$ cat src/rtl/bin_to_bcd.sv
// Unsigned binary to packed BCD converter: unrolled double-dabble network, one output register.
module bin_to_bcd #(
  parameter int unsigned BINARY_LENGTH = 8,
  parameter int unsigned NUM_OF_DIGIT  = 3
) (
  input  logic                        clk,
  input  logic                        rst,
  input  logic [BINARY_LENGTH-1:0]    binary,
  output logic [NUM_OF_DIGIT*4-1:0]   bcd,
  output logic                        overflow
);

  // Decimal digits required to hold 2^bits-1.
  function automatic int unsigned digits_for(input int unsigned bits);
    longint unsigned v;
    int unsigned     n;
    v = (64'd1 << bits) - 64'd1;
    n = 1;
    v = v / 64'd10;
    while (v != 64'd0) begin
      n = n + 1;
      v = v / 64'd10;
    end
    return n;
  endfunction

  localparam int unsigned NEED_DIGITS = digits_for(BINARY_LENGTH);
  localparam int unsigned SCR_DIGITS  = (NUM_OF_DIGIT > NEED_DIGITS) ? NUM_OF_DIGIT : NEED_DIGITS;
  localparam int unsigned SW          = SCR_DIGITS * 4;
  localparam int unsigned OW          = NUM_OF_DIGIT * 4;

  logic [SW-1:0] full_c;
  logic [OW-1:0] bcd_c;
  logic          overflow_c;

  // One adjust-then-shift stage per input bit, MSB first.
  for (genvar i = 0; i < BINARY_LENGTH; i++) begin : g_iter
    logic [SW-1:0] prev;
    logic [SW-1:0] adj;
    logic [SW-1:0] nxt;

    if (i == 0) begin : g_first
      assign prev = '0;
    end else begin : g_chain
      assign prev = g_iter[i-1].nxt;
    end

    for (genvar d = 0; d < SCR_DIGITS; d++) begin : g_dig
      assign adj[4*d +: 4] = (prev[4*d +: 4] >= 4'd5) ? (prev[4*d +: 4] + 4'd3)
                                                     : prev[4*d +: 4];
    end

    // Scratch is wide enough that the dropped top bit is always zero.
    assign nxt = SW'({adj, binary[BINARY_LENGTH-1-i]});
  end

  assign full_c = g_iter[BINARY_LENGTH-1].nxt;
  assign bcd_c  = full_c[OW-1:0];

  // Any nonzero digit above the output window means the value does not fit.
  if (SCR_DIGITS > NUM_OF_DIGIT) begin : g_ovf
    assign overflow_c = |full_c[SW-1:OW];
  end else begin : g_no_ovf
    assign overflow_c = 1'b0;
  end

  always_ff @(posedge clk) begin
    if (!rst) begin
      bcd      <= '0;
      overflow <= 1'b0;
    end else begin
      bcd      <= bcd_c;
      overflow <= overflow_c;
    end
  end

endmodule

$ cat config.mk
export PLATFORM = sky130hd
export DESIGN_NAME = bin_to_bcd
export DESIGN_NICKNAME = d
export VERILOG_FILES = /design/src/rtl/bin_to_bcd.sv
export SDC_FILE = /design/constraint.sdc
export NUM_CORES = 1
export LEC_CHECK = 0
export CAP_MARGIN = 10
export CORE_MARGIN = 2
export CORE_UTILIZATION = 47
export CTS_CLUSTER_DIAMETER = 100
export DETAILED_ROUTE_END_ITERATION = 6
export MAX_ROUTING_LAYER = met4
export PLACE_DENSITY = 0.87
export SYNTH_ARGS = -nofsm -noshare
export SYNTH_HDL_FRONTEND = slang
export SYNTH_SLANG_ARGS = --single-unit
$ cat constraint.sdc
create_clock -name clk -period 4.3 [get_ports clk]
set_input_delay 0.645 -clock clk [delete_from_list [all_inputs] [get_ports clk]]
set_output_delay 0.645 -clock clk [all_outputs]
set_load 0.02 [all_outputs]
# Word-level counts from Yosys, hierarchy flattened
# Cells that the tools add are included.
op_classes:
  n_mux: 18
  magnitude_cmp: 18
  n_addsub: 18
ops:
  columns: ["operator", "n"]
  rows:
  - ["4-bit by 3-bit >= comparator with 1-bit output, second input constant", 15]
  - ["4-bit by 2-bit adder with 4-bit output, second input constant", 11]
  - ["4-bit 2-to-1 mux", 11]
  - ["3-bit 2-to-1 mux", 7]
  - ["3-bit by 2-bit adder with 3-bit output, second input constant", 4]
  - ["1-bit by 2-bit adder with 3-bit output, both inputs constant", 2]
  - ["1-bit by 3-bit >= comparator with 1-bit output, both inputs constant", 2]
  - ["1-bit by 2-bit adder with 3-bit output, second input constant", 1]
  - ["1-bit by 3-bit >= comparator with 1-bit output, second input constant", 1]
word_totals:
  output_inout_bits: 13
  word_cells: 55
  input_bits: 10
  register_bits: 12

# Logic depth before layout (Yosys ltp)
depth:
  ltp_word: 14
  mapped_depth: 21
  mapped_depth_nobuf: 20

# Least setup slack after synthesis
# No wires, ideal clock.
synth_path:
  path_type: "in2reg"
  from: "in binary[6]"
  to: "reg bcd[8]"
  path_buffers: 1
  setup_ps: 62
  path_slack_ps: -228
  required_ps: 4238
  t_arrival_ps: 4467
  stages: 21
  path_cell_list: "buf_4 inv_1 ha_1 o21ai_0 xnor2_1 ha_1 and2b_1 o32a_4 xnor2_2 ha_1 nand2b_1 nand3_1 o21ai_0 nand2b_1 ha_1 a21oi_1 and4b_1 a2111oi_2 and3_1 mux2i_1 nand3_1"
synth_via:
  elab_chain_cells: 12
  elab_cells_between_ends: 30
  cone_classes: "add/sub: 10; order compare: 10; mux: 10"
synth_rtl:
  columns: ["element", "line_no", "rtl"]
  rows:
  - ["start: declaration", "8", "input logic [BINARY_LENGTH-1:0] binary,"]
  - ["4-bit by 2-bit adder with 4-bit output or 4-bit by 3-bit >= comparator with 1-bit output (tied branches)", "49", "assign adj[4*d +: 4] = (prev[4*d +: 4] >= 4'd5) ? (prev[4*d +: 4] + 4'd3)"]
  - ["4-bit 2-to-1 mux (*)", "49", null]
  - ["4-bit by 2-bit adder with 4-bit output or 4-bit by 3-bit >= comparator with 1-bit output (tied branches)", "49", null]
  - ["4-bit 2-to-1 mux", "49", null]
  - ["4-bit by 2-bit adder with 4-bit output or 4-bit by 3-bit >= comparator with 1-bit output (tied branches)", "49", null]
  - ["4-bit 2-to-1 mux", "49", null]
  - ["4-bit by 2-bit adder with 4-bit output or 4-bit by 3-bit >= comparator with 1-bit output (tied branches)", "49", null]
  - ["4-bit 2-to-1 mux", "49", null]
  - ["4-bit by 2-bit adder with 4-bit output or 4-bit by 3-bit >= comparator with 1-bit output (tied branches)", "49", null]
  - ["4-bit 2-to-1 mux", "49", null]
  - ["4-bit by 2-bit adder with 4-bit output or 4-bit by 3-bit >= comparator with 1-bit output (tied branches)", "49", null]
  - ["4-bit 2-to-1 mux (*)", "49", null]
  - ["end signal: assignment", "69", "bcd <= '0;"]
  - ["end signal: assignment", "72", "bcd <= bcd_c;"]
  - ["end: declaration", "9", "output logic [NUM_OF_DIGIT*4-1:0] bcd,"]
# Every way passes the cells marked *; elsewhere a longest branch is shown, timed or not.
# A chain may end at the register's enable or synchronous reset.

# Worst setup path after layout
# Ends and elaborated chain as after synthesis.

==> results.cfg <==
[status]
status = completed

[setup_path]
path_class = in -> reg
end_kind = flip-flop
crit_start = binary[6]
required_ps = 4510
crit_chain = clkbuf_2 > inv_2 > ha_4 > o21ai_4 > xnor2_4 > ha_2 > and2b_1 > o32a_4 > xnor2_4 > ha_2 > nand2b_1 > nand3_2 > o21ai_4 > nand2b_4 > ha_4 > a21oi_2 > and4b_1 > a2111oi_4 > and3_1 > mux2i_1 > nand3_1
cp_slowest_cell = a2111oi_4
cp_max_fo = 5
cp_slowest_stage_delay_ps = 460
startpoint_type = input pin
arrival_ps = 4340

[die]
ios = 23
start_util_pct = 49.8
die_x_um = 55.5
die-area_sq_mm = 0.00308
die_h_um = 55.5
core-area_sq_mm = 0.00250
rows = 18

[worst_hold_path]
min_path_cells = 2
worstHoldStart = binary[0]
hp-class = in -> reg

[route]
drt-initial-drc-count = 31
dr.pass1.iters = 4
routed_via_density = 5.87
drt-total-wl_um = 3340
drtAntennaViolNets = 0
drcViolationCount = 0
drt-wirelength-per-cell_um = 14.4
vias = 1362

[pwr]
power_frac_seq_pct = 19.8
p_int_mw = 0.346
p_per_area_mw_per_mm2 = 330
leakage_nw = 0.785
p_total_mw = 0.588
switchingPower_mw = 0.242
vdd_ir_drop_max_mv = 0.253
p_clk_share_pct = 10.5
p_comb_share_pct = 69.7
swShare_pct = 41.1

[final_layout]
diodes = 0
fin_nets = 222
final_common_cell = buf_4
finalInstanceArea_sq_mm = 0.00178
final_cell_mix = 30 x buf_4, 16 x clkdlybuf4s50_1, 13 x nand2_1
top_regs = bcd: 10 flops
n_fill_cell = 196
areaGrowthSynthToFinish_pct = 43.3
drive_above_1_share_pct = 31.7
top_register = bcd
largest_register_ff_count = 10

[synthesis]
synth_area_leaders = dfxtp_1 16%, ha_1 8.0%, nand2_1 4.2%
yosysTopAreaCell = dfxtp_1
synth_edf_count = 0
syn-instance-count = 156
yosysUniqueCellTypes = 60
synth-seq-cells = 10
syn_area_per_cell_sq_um = 7.98
yosysWarnings = 0
synth_top_area_share_pct = 16.1
async_reset_ff_share_pct = 0
synth_area_sq_mm = 0.00124
seq_area_frac_synth_pct = 16.1
synthFlopType = dfxtp_1

[sta]
worst_pin_slew_ps = 513
setup_viol = 0
timing.hold.ws_ps = 991
hold_viol_final = 0
setup_tns_ps = 0
fin_crit_ps = 4140
final.period_utilization_pct = 96.2
setup_ws_ps = 164
slew_headroom_pct = 65.5
fmax_mhz = 242
slew_viol_final = 0

[global_route]
grt_util_all_layers_pct = 22.4
grt_pass1_wl_um = 5560
grt-ovfl-total = 0
grt_start_max_net_pins = 16
antenna_found_initial = 0
grt_pass1_vias = 1313

[clock_network]
cts_max_level = 1
clk_pin_slew_worst_paths_ps = 60
clockBufferDepth = 2
clock-root-buffer = clkbuf_4
cts_buffers = 3
cts_sinks = 10
tritoncts = done

[placed_design]
placed_area_sq_mm = 0.00164
place.detailed.hpwl_um = 2550
gp_congestion = 0.861
place_ws_ps = -616
numPortBuffers = 19

[flow_run]
drv_cap = 0
power by group through the flow:
stage / combinational, mW / sequential, mW / clock [mW]
floorplan: 0.217 / 0.144 / 0
global placement: 0.348 / 0.119 / 0
detailed placement: 0.369 / 0.119 / 0
CTS: 0.391 / 0.117 / 0.0637
global route: 0.442 / 0.119 / 0.0673
finish: 0.410 / 0.117 / 0.0616
final cells by class:
type,count,area [sq um],share of cell area [%]
multi-input cells,132,1090,60.9
repair buffers,49,408,22.9
flip-flops and latches,10,200,11.2
well taps,30,37.5,2.10
inverters,8,30.0,1.68
clock buffers,3,22.5,1.26
worst max-delay path: cells and delay by family:
kind                       cells  cell delay, ps
xor gates and xnor gates       2             360
buffers and inverters          2             160
and+or+nand+nor                7            1140
muxes                          1              70
adders and majority gates      4             700
AOI/OAI and AO/OA              5            1250
kinds of logic after synthesis:
group,share of synthesized area (%)
compound gates,29.3
xor+xnor,2.71
fa+ha+maj,8.04
buf+inv,7.44
flops,16.1
mux,4.92
other cells,0.301
simple gates,31.2
what timing repair did:
item	4_1_cts	5_1_grt
pin swaps	9	9
hold buffers	0	0
setup buffers	1	3
endpoints found under the setup margin	8	8
resized for setup	15	11
hold endpoints to repair	0	0
stage by stage:
stage | cells | util, %
finish | 232 | 71.4
global route | 232 | 71.4
CTS | 229 | 69.1
detailed placement | 225 | 65.4
global placement | 225 | 65.4
floorplan | 158 | -
cells in the mapped netlist (2+ instances only):
cell and instances:
nand2_1 14, dfxtp_1 10, nor2_1 9, a21oi_1 8, ha_1 8, inv_1 8, nor3_1 6, o21ai_0 6
mux2i_1 5, nand3_1 5, buf_4 4, o211ai_1 4, a21o_1 3, and2_1 3, and2b_1 3, nand2b_1 3
or3_1 3, a211oi_1 2, a31oi_1 2, and2_4 2, and3_1 2, and4b_1 2, buf_2 2, buf_6 2
nand3b_1 2, o31ai_1 2, or2_2 2, xnor2_1 2
final timing paths:
| kind | end | slack, ps |
|---|---|---|
| setup / recovery | bcd[8]$_SDFF_PN0_ | 160 |
| hold / removal | bcd[0]$_SDFF_PN0_ | 990 |
per-layer routing:
| layer | track usage, % | wire length, um | vias to the layer above |
|---|---|---|---|
| met1 | 22.2 | 1230 | 627 |
| li1 | - | - | 671 |
| met5 | - | 0 | - |
| met3 | 1.41 | 124 | 13 |
| met2 | 43.2 | 1900 | 51 |
| met4 | 11.1 | 90 | 0 |
Power figures use the tool's default switching activity.
